[config.mk]
export PLATFORM = sky130hd
export DESIGN_NAME = and3_bist_ctrl
export DESIGN_NICKNAME = d
export VERILOG_FILES = /design/src/rtl/and3_bist_ctrl.sv
export SDC_FILE = /design/constraint.sdc
export NUM_CORES = 1
export LEC_CHECK = 0
export BUFFER_PORTS_ARGS = -buffer_cell sky130_fd_sc_hd__buf_2
export CORE_ASPECT_RATIO = 0.75
export CORE_MARGIN = 5
export CORE_UTILIZATION = 40
export DETAILED_ROUTE_END_ITERATION = 6
export PLACE_DENSITY = 0.69
export REMOVE_ABC_BUFFERS = 1
export SLEW_MARGIN = 0
export SYNTH_ARGS = -nofsm -noshare
export SYNTH_HDL_FRONTEND = slang
export SYNTH_SLANG_ARGS = --single-unit
[constraint.sdc]
create_clock -name ck -period 2.1 [get_ports ck]
set_clock_uncertainty 0.2 [all_clocks]
set_input_delay 0.42 -clock ck [delete_from_list [all_inputs] [get_ports ck]]
set_output_delay 0.42 -clock ck [all_outputs]
set_load 0.005 [all_outputs]
[src/rtl/and3_bist_ctrl.sv]
// and3_bist_ctrl: built-in self-test controller for a single and3 cell-under-test.
// It drives i0/i1/i2 with eight exhaustive patterns followed by LFSR patterns, waits
// SETTLE cycles, samples q against the expected AND and reports pass/fail, a
// saturating mismatch count and the index of the first failing pattern.
`timescale 1ns/1ps
module and3_bist_ctrl #(
   parameter logic [15:0] SEED   = 16'hACE1,
   parameter int          NPAT   = 256,
   parameter int          CNT_W  = 9,
   parameter int          SETTLE = 1,
   parameter int          ERR_W  = 8
) (
   input  logic             ck,
   input  logic             nrst,
   input  logic             start,
   input  logic             dut_q,
   output logic             dut_i0,
   output logic             dut_i1,
   output logic             dut_i2,
   output logic             busy,
   output logic             done,
   output logic             pass,
   output logic [ERR_W-1:0] err_cnt,
   output logic [CNT_W-1:0] fail_idx
);

   typedef enum logic [2:0] {
      S_IDLE,
      S_DRIVE,
      S_WAIT,
      S_CHECK,
      S_DONE
   } state_t;

   localparam logic [CNT_W-1:0] LAST_IDX  = CNT_W'(NPAT - 1);
   // Patterns below this index are the exhaustive 000..111 sweep.
   localparam logic [CNT_W-1:0] LFSR_IDX  = CNT_W'(8);
   localparam logic [3:0]       SETTLE_L  = 4'(SETTLE);
   localparam logic [15:0]      LFSR_TAPS = 16'hB400;

   state_t            state;
   state_t            state_nxt;

   logic [15:0]       lfsr;
   logic [CNT_W-1:0]  pat_idx;
   logic              first_err;
   logic              exp_q;
   logic [3:0]        wcnt;

   logic              run_load;
   logic              drive_en;
   logic              check_en;
   logic              done_enter;

   logic [2:0]        pat;
   logic              mismatch;
   logic [ERR_W-1:0]  err_nxt;

   // Error counter increment that sticks at all-ones instead of wrapping.
   function automatic logic [ERR_W-1:0] sat_inc(input logic [ERR_W-1:0] v);
      return (&v) ? v : v + ERR_W'(1);
   endfunction

   // One step of the 16-bit right-shifting Galois LFSR, feedback taken from bit 0.
   function automatic logic [15:0] lfsr_step(input logic [15:0] v);
      return {1'b0, v[15:1]} ^ (v[0] ? LFSR_TAPS : 16'h0000);
   endfunction

   assign pat      = (pat_idx < LFSR_IDX) ? pat_idx[2:0] : lfsr[2:0];
   assign mismatch = check_en && (dut_q != exp_q);
   assign err_nxt  = mismatch ? sat_inc(err_cnt) : err_cnt;

   // State register; reset aborts any run in progress.
   always_ff @(posedge ck or negedge nrst) begin
      if (!nrst) begin
         state <= S_IDLE;
      end else begin
         state <= state_nxt;
      end
   end

   // Next-state decode and per-state control strobes.
   always_comb begin
      state_nxt  = state;
      run_load   = 1'b0;
      drive_en   = 1'b0;
      check_en   = 1'b0;
      done_enter = 1'b0;
      case (state)
         S_IDLE, S_DONE: begin
            if (start) begin
               run_load  = 1'b1;
               state_nxt = S_DRIVE;
            end
         end
         S_DRIVE: begin
            drive_en  = 1'b1;
            state_nxt = (SETTLE == 0) ? S_CHECK : S_WAIT;
         end
         S_WAIT: begin
            // wcnt holds the remaining settle cycles including this one.
            if (wcnt <= 4'd1) begin
               state_nxt = S_CHECK;
            end
         end
         S_CHECK: begin
            check_en = 1'b1;
            if (pat_idx == LAST_IDX) begin
               done_enter = 1'b1;
               state_nxt  = S_DONE;
            end else begin
               state_nxt  = S_DRIVE;
            end
         end
         default: begin
            state_nxt = S_IDLE;
         end
      endcase
   end

   // Run bookkeeping, CUT drive and result reporting.
   always_ff @(posedge ck or negedge nrst) begin
      if (!nrst) begin
         dut_i0    <= 1'b0;
         dut_i1    <= 1'b0;
         dut_i2    <= 1'b0;
         busy      <= 1'b0;
         done      <= 1'b0;
         pass      <= 1'b0;
         err_cnt   <= '0;
         fail_idx  <= '0;
         lfsr      <= SEED;
         pat_idx   <= '0;
         first_err <= 1'b0;
      end else begin
         if (run_load) begin
            busy      <= 1'b1;
            done      <= 1'b0;
            pass      <= 1'b0;
            err_cnt   <= '0;
            fail_idx  <= '0;
            first_err <= 1'b0;
            lfsr      <= SEED;
            pat_idx   <= '0;
         end
         if (drive_en) begin
            {dut_i2, dut_i1, dut_i0} <= pat;
         end
         if (check_en) begin
            err_cnt <= err_nxt;
            if (mismatch && !first_err) begin
               fail_idx  <= pat_idx;
               first_err <= 1'b1;
            end
            // The exhaustive sweep leaves the LFSR at SEED for pattern 8.
            if (pat_idx >= LFSR_IDX) begin
               lfsr <= lfsr_step(lfsr);
            end
            if (done_enter) begin
               busy                     <= 1'b0;
               done                     <= 1'b1;
               pass                     <= (err_nxt == '0);
               {dut_i2, dut_i1, dut_i0} <= 3'b000;
            end else begin
               pat_idx <= pat_idx + CNT_W'(1);
            end
         end
      end
   end

   // Expected response and settle counter; only meaningful while a run is active.
   always_ff @(posedge ck) begin
      if (drive_en) begin
         exp_q <= &pat;
         wcnt  <= SETTLE_L;
      end else if (state == S_WAIT) begin
         wcnt  <= wcnt - 4'd1;
      end
   end

endmodule

**Word-level counts from Yosys, hierarchy flattened**

Cells that the tools add are included.

- $add $sub $neg: 3
- Multiply operators: 0
- Div/mod/pow operators: 0
- Magnitude comparators: 3
- Equal/unequal tests: 8
- Shift operators: 0
- Muxes and demuxes: 46
- Bitwise gates (word level): 1
- Reduce and logical (&&, ||, !) cells: 10

Operators by type and width:

| kind | count |
|---|---|
| two-way mux 16 bit | 4 |
| two-way mux 9 bit | 6 |
| two-way mux 8 bit | 4 |
| two-way mux 1 bit | 27 |
| XOR 15 x 16 -> 16 bit | 1 |
| two-way mux 3 bit | 4 |
| one-hot mux 3 bit (4 select lines) | 1 |
| adder 9 x 1 -> 9 bit, second input constant | 1 |
| equality test 9 x 8 -> 1 bit, second input constant | 1 |
| greater-or-equal comparator 9 x 4 -> 1 bit, second input constant | 1 |
| < comparator 9 x 4 -> 1 bit, second input constant | 1 |
| adder 8 x 1 -> 8 bit, second input constant | 1 |
| zero test 8 bit | 1 |
| AND reduction 8 bit | 1 |
| equality test 3 x 2 -> 1 bit, second input constant | 2 |
| less-or-equal comparator 4 x 1 -> 1 bit, second input constant | 1 |
| inequality test 2 bit, second input constant | 2 |
| subtractor 4 x 1 -> 4 bit, second input constant | 1 |
| equality test 3 x 1 -> 1 bit, second input constant | 1 |
| equality test 3 bit, second input constant | 1 |
| zero test 3 bit | 1 |
| AND reduction 3 bit | 1 |
| logical AND 1 bit | 2 |
| AND reduction 2 bit | 1 |
| 4 further kinds | 4 |

- Flip-flop bits (word level): 57
- Bits in latches: 0
- Bits in writable memories: 0
- ROM bits: 0
- Output and inout bits: 23
- Memories kept: 0

**Logic depth before layout (Yosys ltp)**

- Depth after elaboration: 7
- Depth in mapped cells: 8
- Depth with buffers taken out: 8

**Worst setup path after synthesis**

OpenSTA, ideal clock, no wires.

- Kind: reg-to-reg
- From: reg pat_idx[0]
- To: reg pat_idx[5]
- Arrival: 1,699 ps
- Setup slack: 72 ps
- Cell stages (with the launch flop): 9
- Buffers on the path: 1
- Cells stage by stage: dfrtp_1 ha_1 nand3_1 nor2_1 ha_1 or3_1 clkbuf_1 o211ai_1 o31ai_1

- Word-level cells in the longest chain between the ends: 5
- Elaborated cells between the ends (all ways): 6
- Those cells by class: add/sub (1); eq/ne (1); mux (4)

RTL lines:

| element | RTL line | RTL |
|---|---|---|
| from (decl) | 45 | `logic [CNT_W-1:0] pat_idx;` |
| from (signal assigned) | 165 | `pat_idx <= pat_idx + CNT_W'(1);` |
| parallel branches: the longest is 3 deep, another holds adder 9 x 1 -> 9 bit | n/a |  |
| two-way mux 9 bit * | 159 | `if (done_enter) begin` |
| two-way mux 9 bit * | 149 | `if (check_en) begin` |

Every way passes the cells marked *.
A chain may end at the register's enable or synchronous reset.

**Final worst setup path**

Ends and elaborated chain as after synthesis.

==> results list <==
* Outcome: complete, no violations
- Counting flops and latches in the post-synthesis netlist gives between 50 and 60.
- P_int: 0.00254 W
- The region available for standard cell placement spans ~6800 um2.
- Setup repair after global routing missed its margin: no
- Worst voltage drop across the vdd grid: between 0.5 and 0.6 mV
- Summing the areas of all compound-gate instances in the mapped netlist gives between 10% and 20% of the synthesized area.
- The worst hold path begins at start.
- Synthesized-area fraction occupied by xor and xnor cells: 2.20%
- Worst rel slew slack: between 60 and 70%
- The endpoint identified for the worst register-to-register timing path is pat_idx[5]$_DFF_PN0_.
- Buffers added to address setup during post-CTS repair amount to 0.
* H-tree Lvls: 3
- In this run, CTS created clock tree buffers numbering 9.
* Reg2reg setup slack: 120 ps
- Total inserted antenna cells: 0
- 1st-iter DRT viols: 74
- After detailed routing, the number of remaining DRC violations is 0.
- The number of global-route vias before repair is ~2200.
* Clock slew at the register clock pins of the worst setup and hold paths: ~60 ps
* # rows: 26
- Counting every sink on the clock net gives 57.
- CTS tree: yes
* Detailed-route vias per instance: just over 5
- The number of failing hold endpoints at the final stage is 0.
- After layout, the design draws a total of ~0.0039 W.
* Final setup TNS: 0 ps
* Total GRT Usage: approximately 15%
- Met2 Use GR: around a quarter
* Net switching fraction of the power: 35.4%
* Initial Util: ~41%
* Startpoint kind of the worst setup timing path: register
- The top cell type by area accounts for between 30 and 40% of the synthesized area.
- Endpoint of the worst hold path: state[2]$_DFFE_PN0P_
- The average instance in the mapped netlist occupies just over 9 um2.
- Category of the worst setup path capture point: register
- The first global-routing pass estimated 10400 um of wire.
* Share of the cycle needed by the critical path after routing: between 90 and 100%
- The HPWL after detailed placement is about 4300 um.
- DIE AREA: between 8000 and 9000 um2
- For this design the total switching power over the nets is between 0.001 and 0.0015 W.
* Routed length per instance: around 14 um
- Total overflow reported by the global router: 0
- In this run the tool buffered the top-level ports with 26 buffer cells.
- Setup violators final: 0
- For the pin with the worst max-slew slack, the measured transition is roughly 470 ps.
* Commonest non-fill, non-tap cells in the layout: 58 x nand2_1, 44 x dfrtp_1, 28 x nor2_1
* Data arrival at the endpoint of the critical path: ~2000 ps
- Yosys printed 0 warnings.
- In this run the static leakage power is about 1.5 nW.
- Total wire length after detailed routing: between 6000 and 7000 um
- The initial antenna violation count is 0.
- Static timing analysis puts the maximum clock frequency at 505 MHz.
- Relative to the synthesized area, the layout overhead comes to 19.7%.
- Relative contribution of combinational cells to total power: between 30% and 40%
- Root Buffer: clkbuf_8
* Min-Delay Path Depth: 3
- Pin count of the biggest net entering global routing: 33
- The synthesized netlist devotes between 20 and 25% of its cell area to simple gates.
- Via total after detailed routing: ~2200
- For this run, the register share of the synthesized area comes to roughly half.
* RD Place Congestion: approximately 0.81
- After the last flow step, the layout net total stands at 360.
* Portion of total power attributed to sequential cells: 41.0%
- Synth Cell Area: roughly 2800 um2
* Final critical-path required period: 1980 ps
* Critical R2R Launch: pat_idx[0]$_DFF_PN0_
* Fraction of final layout cells sized beyond drive strength 1: between 20% and 30%
- Data on the critical path is required at its endpoint by around 2100 ps.
- Die extent in y: ~82 um
- For the worst-skew pair, the clock arrives at the later sink with an insertion delay of 330 ps.
- Number of cells on the worst reg-to-reg path: 7
- For this run, the detailed router's first-pass iteration total came to 4.
- Area contributors post-synth: dfrtp_1 40%, nand2_1 7.8%, dfstp_2 7.5%, o21ai_0 4.3%, nor2_1 3.8%
* Critical Path Fanout Max: 6
* Met3 GRT Util: under 10%
- Worst setup path category: reg2reg
- Cell type with the largest total area after synthesis: dfrtp_1
- Most common cell after layout, fill and taps aside: nand2_1
- Routing usage on met1: around a fifth
- The cell count after synthesis came out at ~300.
* Final core utilization: around half
- Multiplexer share of the synthesized area: between 3 and 4%
- Remaining antenna violation count after routing: 0
- For this design the ratio of total power to cell area is 1180 nW/um2.
* Longest Clk Path Bufs: 2
- Max-cap check violation count: 0
- Share of total power in the clock network: between 20% and 30%
* Most Used Layer, Global Route: met2
* Die X: 106 um
- Number of max-slew violations in the final report: 0
* Netlist cell types: 45
- After Yosys synthesis, full adders, half adders and majority gates account for roughly 2.7% of the synthesized area.
- Dominant combinational cell family by area after synthesis: simple AND/OR/NAND/NOR gates
* I/O pin count: 27
- Path type of the worst min-delay path: in2reg
==> timing repair <==
item,in CTS,in global routing
endpoints found under the hold margin,29,0
hold buffers,1,0
endpoints found under the setup margin,0,3
resized for setup,0,2
==> how the worst max path moves through the flow <==
stage	from	end	slack, ps	cells after the start
6_report	pat_idx[0]$_DFF_PN0_	pat_idx[5]$_DFF_PN0_	120	7
5_1_grt	pat_idx[0]$_DFF_PN0_	pat_idx[7]$_DFF_PN0_	20	7
4_1_cts	pat_idx[0]$_DFF_PN0_	pat_idx[5]$_DFF_PN0_	60	7
3_5_place_dp	pat_idx[0]$_DFF_PN0_	pat_idx[5]$_DFF_PN0_	60	7
3_3_place_gp	pat_idx[0]$_DFF_PN0_	pat_idx[5]$_DFF_PN0_	130	7
2_1_floorplan	state[0]$_DFFE_PN0P_	lfsr[1]$_DFF_PN0_	-310	3
==> layout make-up <==
| class | instances | area, um2 |
|---|---|---|
| flip-flops and latches | 57 | 1420 |
| fillers | 645 | 3460 |
| inverters | 9 | 33.8 |
| multi-input cells | 221 | 1250 |
| repair buffers | 52 | 340 |
| well taps | 84 | 105 |
| clock buffers | 16 | 180 |
==> stage by stage <==
step | hold WS, ps | area (um2) | setup WS (ps) | cells
2_1_floorplan | -75.6 | 2690 | -312 | 287
3_3_place_gp | 80.2 | 3130 | 126 | 422
3_5_place_dp | 87.9 | 3130 | 60.7 | 422
4_1_cts | 148 | 3320 | 60.5 | 439
5_1_grt | 181 | 3330 | 16.0 | 439
6_report | 172 | 3330 | 121 | 439
==> synth_stat cells (all sizes together) <==
master / instances
and3: 2
dfrtp: 44
o22ai: 1
mux2i: 7
xor2: 3
a211oi: 4
nor2b: 1
edfxtp: 1
nand3b: 3
mux2: 2
a21oi: 17
o22a: 1
or3: 2
dfxtp: 4
clkbuf: 10
buf: 8
and4: 2
o21a: 1
nand3: 10
nor3b: 2
and2: 1
nor4: 3
o21ai: 35
a21o: 1
and3b: 1
dfstp: 8
o211a: 2
o211ai: 2
xnor2: 4
nor2: 28
a22o: 1
nand4: 5
ha: 6
nor3: 9
nand2b: 3
inv: 9
nand2: 58
o31ai: 3
o2111ai: 1
==> power groups by stage <==
stage	logic (W)	registers, W	clock network [W]
6_report	0.00139	0.00161	0.000938
5_1_grt	0.00156	0.00165	0.00102
4_1_cts	0.00140	0.00161	0.000971
3_5_place_dp	0.00138	0.00163	0
3_3_place_gp	0.00135	0.00162	0
2_1_floorplan	0.000816	0.00165	0
==> registers in the layout, summed over array words and instances, names as in the netlist, 3 cells and up <==
signal    cells
state         3
wcnt          4
pat_idx       9
fail_idx      9
err_cnt       8
lfsr         16
==> worst max-delay path, stage by stage (launching register included) <==
cell and delay [ps]:
dfrtp_1 380, ha_1 220, nand3_1 90, nor2_1 40
ha_1 220, or3_4 430, o211ai_1 180, o31ai_1 90
==> metal layers <==
| layer | vias up | routed length, um |
|---|---|---|
| li1 | 1145 | - |
| met3 | 7 | 399 |
| met4 | 0 | 70 |
| met2 | 49 | 2660 |
| met5 | - | 0 |
| met1 | 1035 | 2950 |
==> kinds of logic after synthesis <==
kind of cell	after synthesis
and+or+nand+nor	130
xor gates and xnor gates	7
buffers and inverters	27
AOI/OAI and AO/OA	69
adders and majority gates	6
muxes	9
DFF	57
Note: power is estimated with default switching activity, not from simulation.
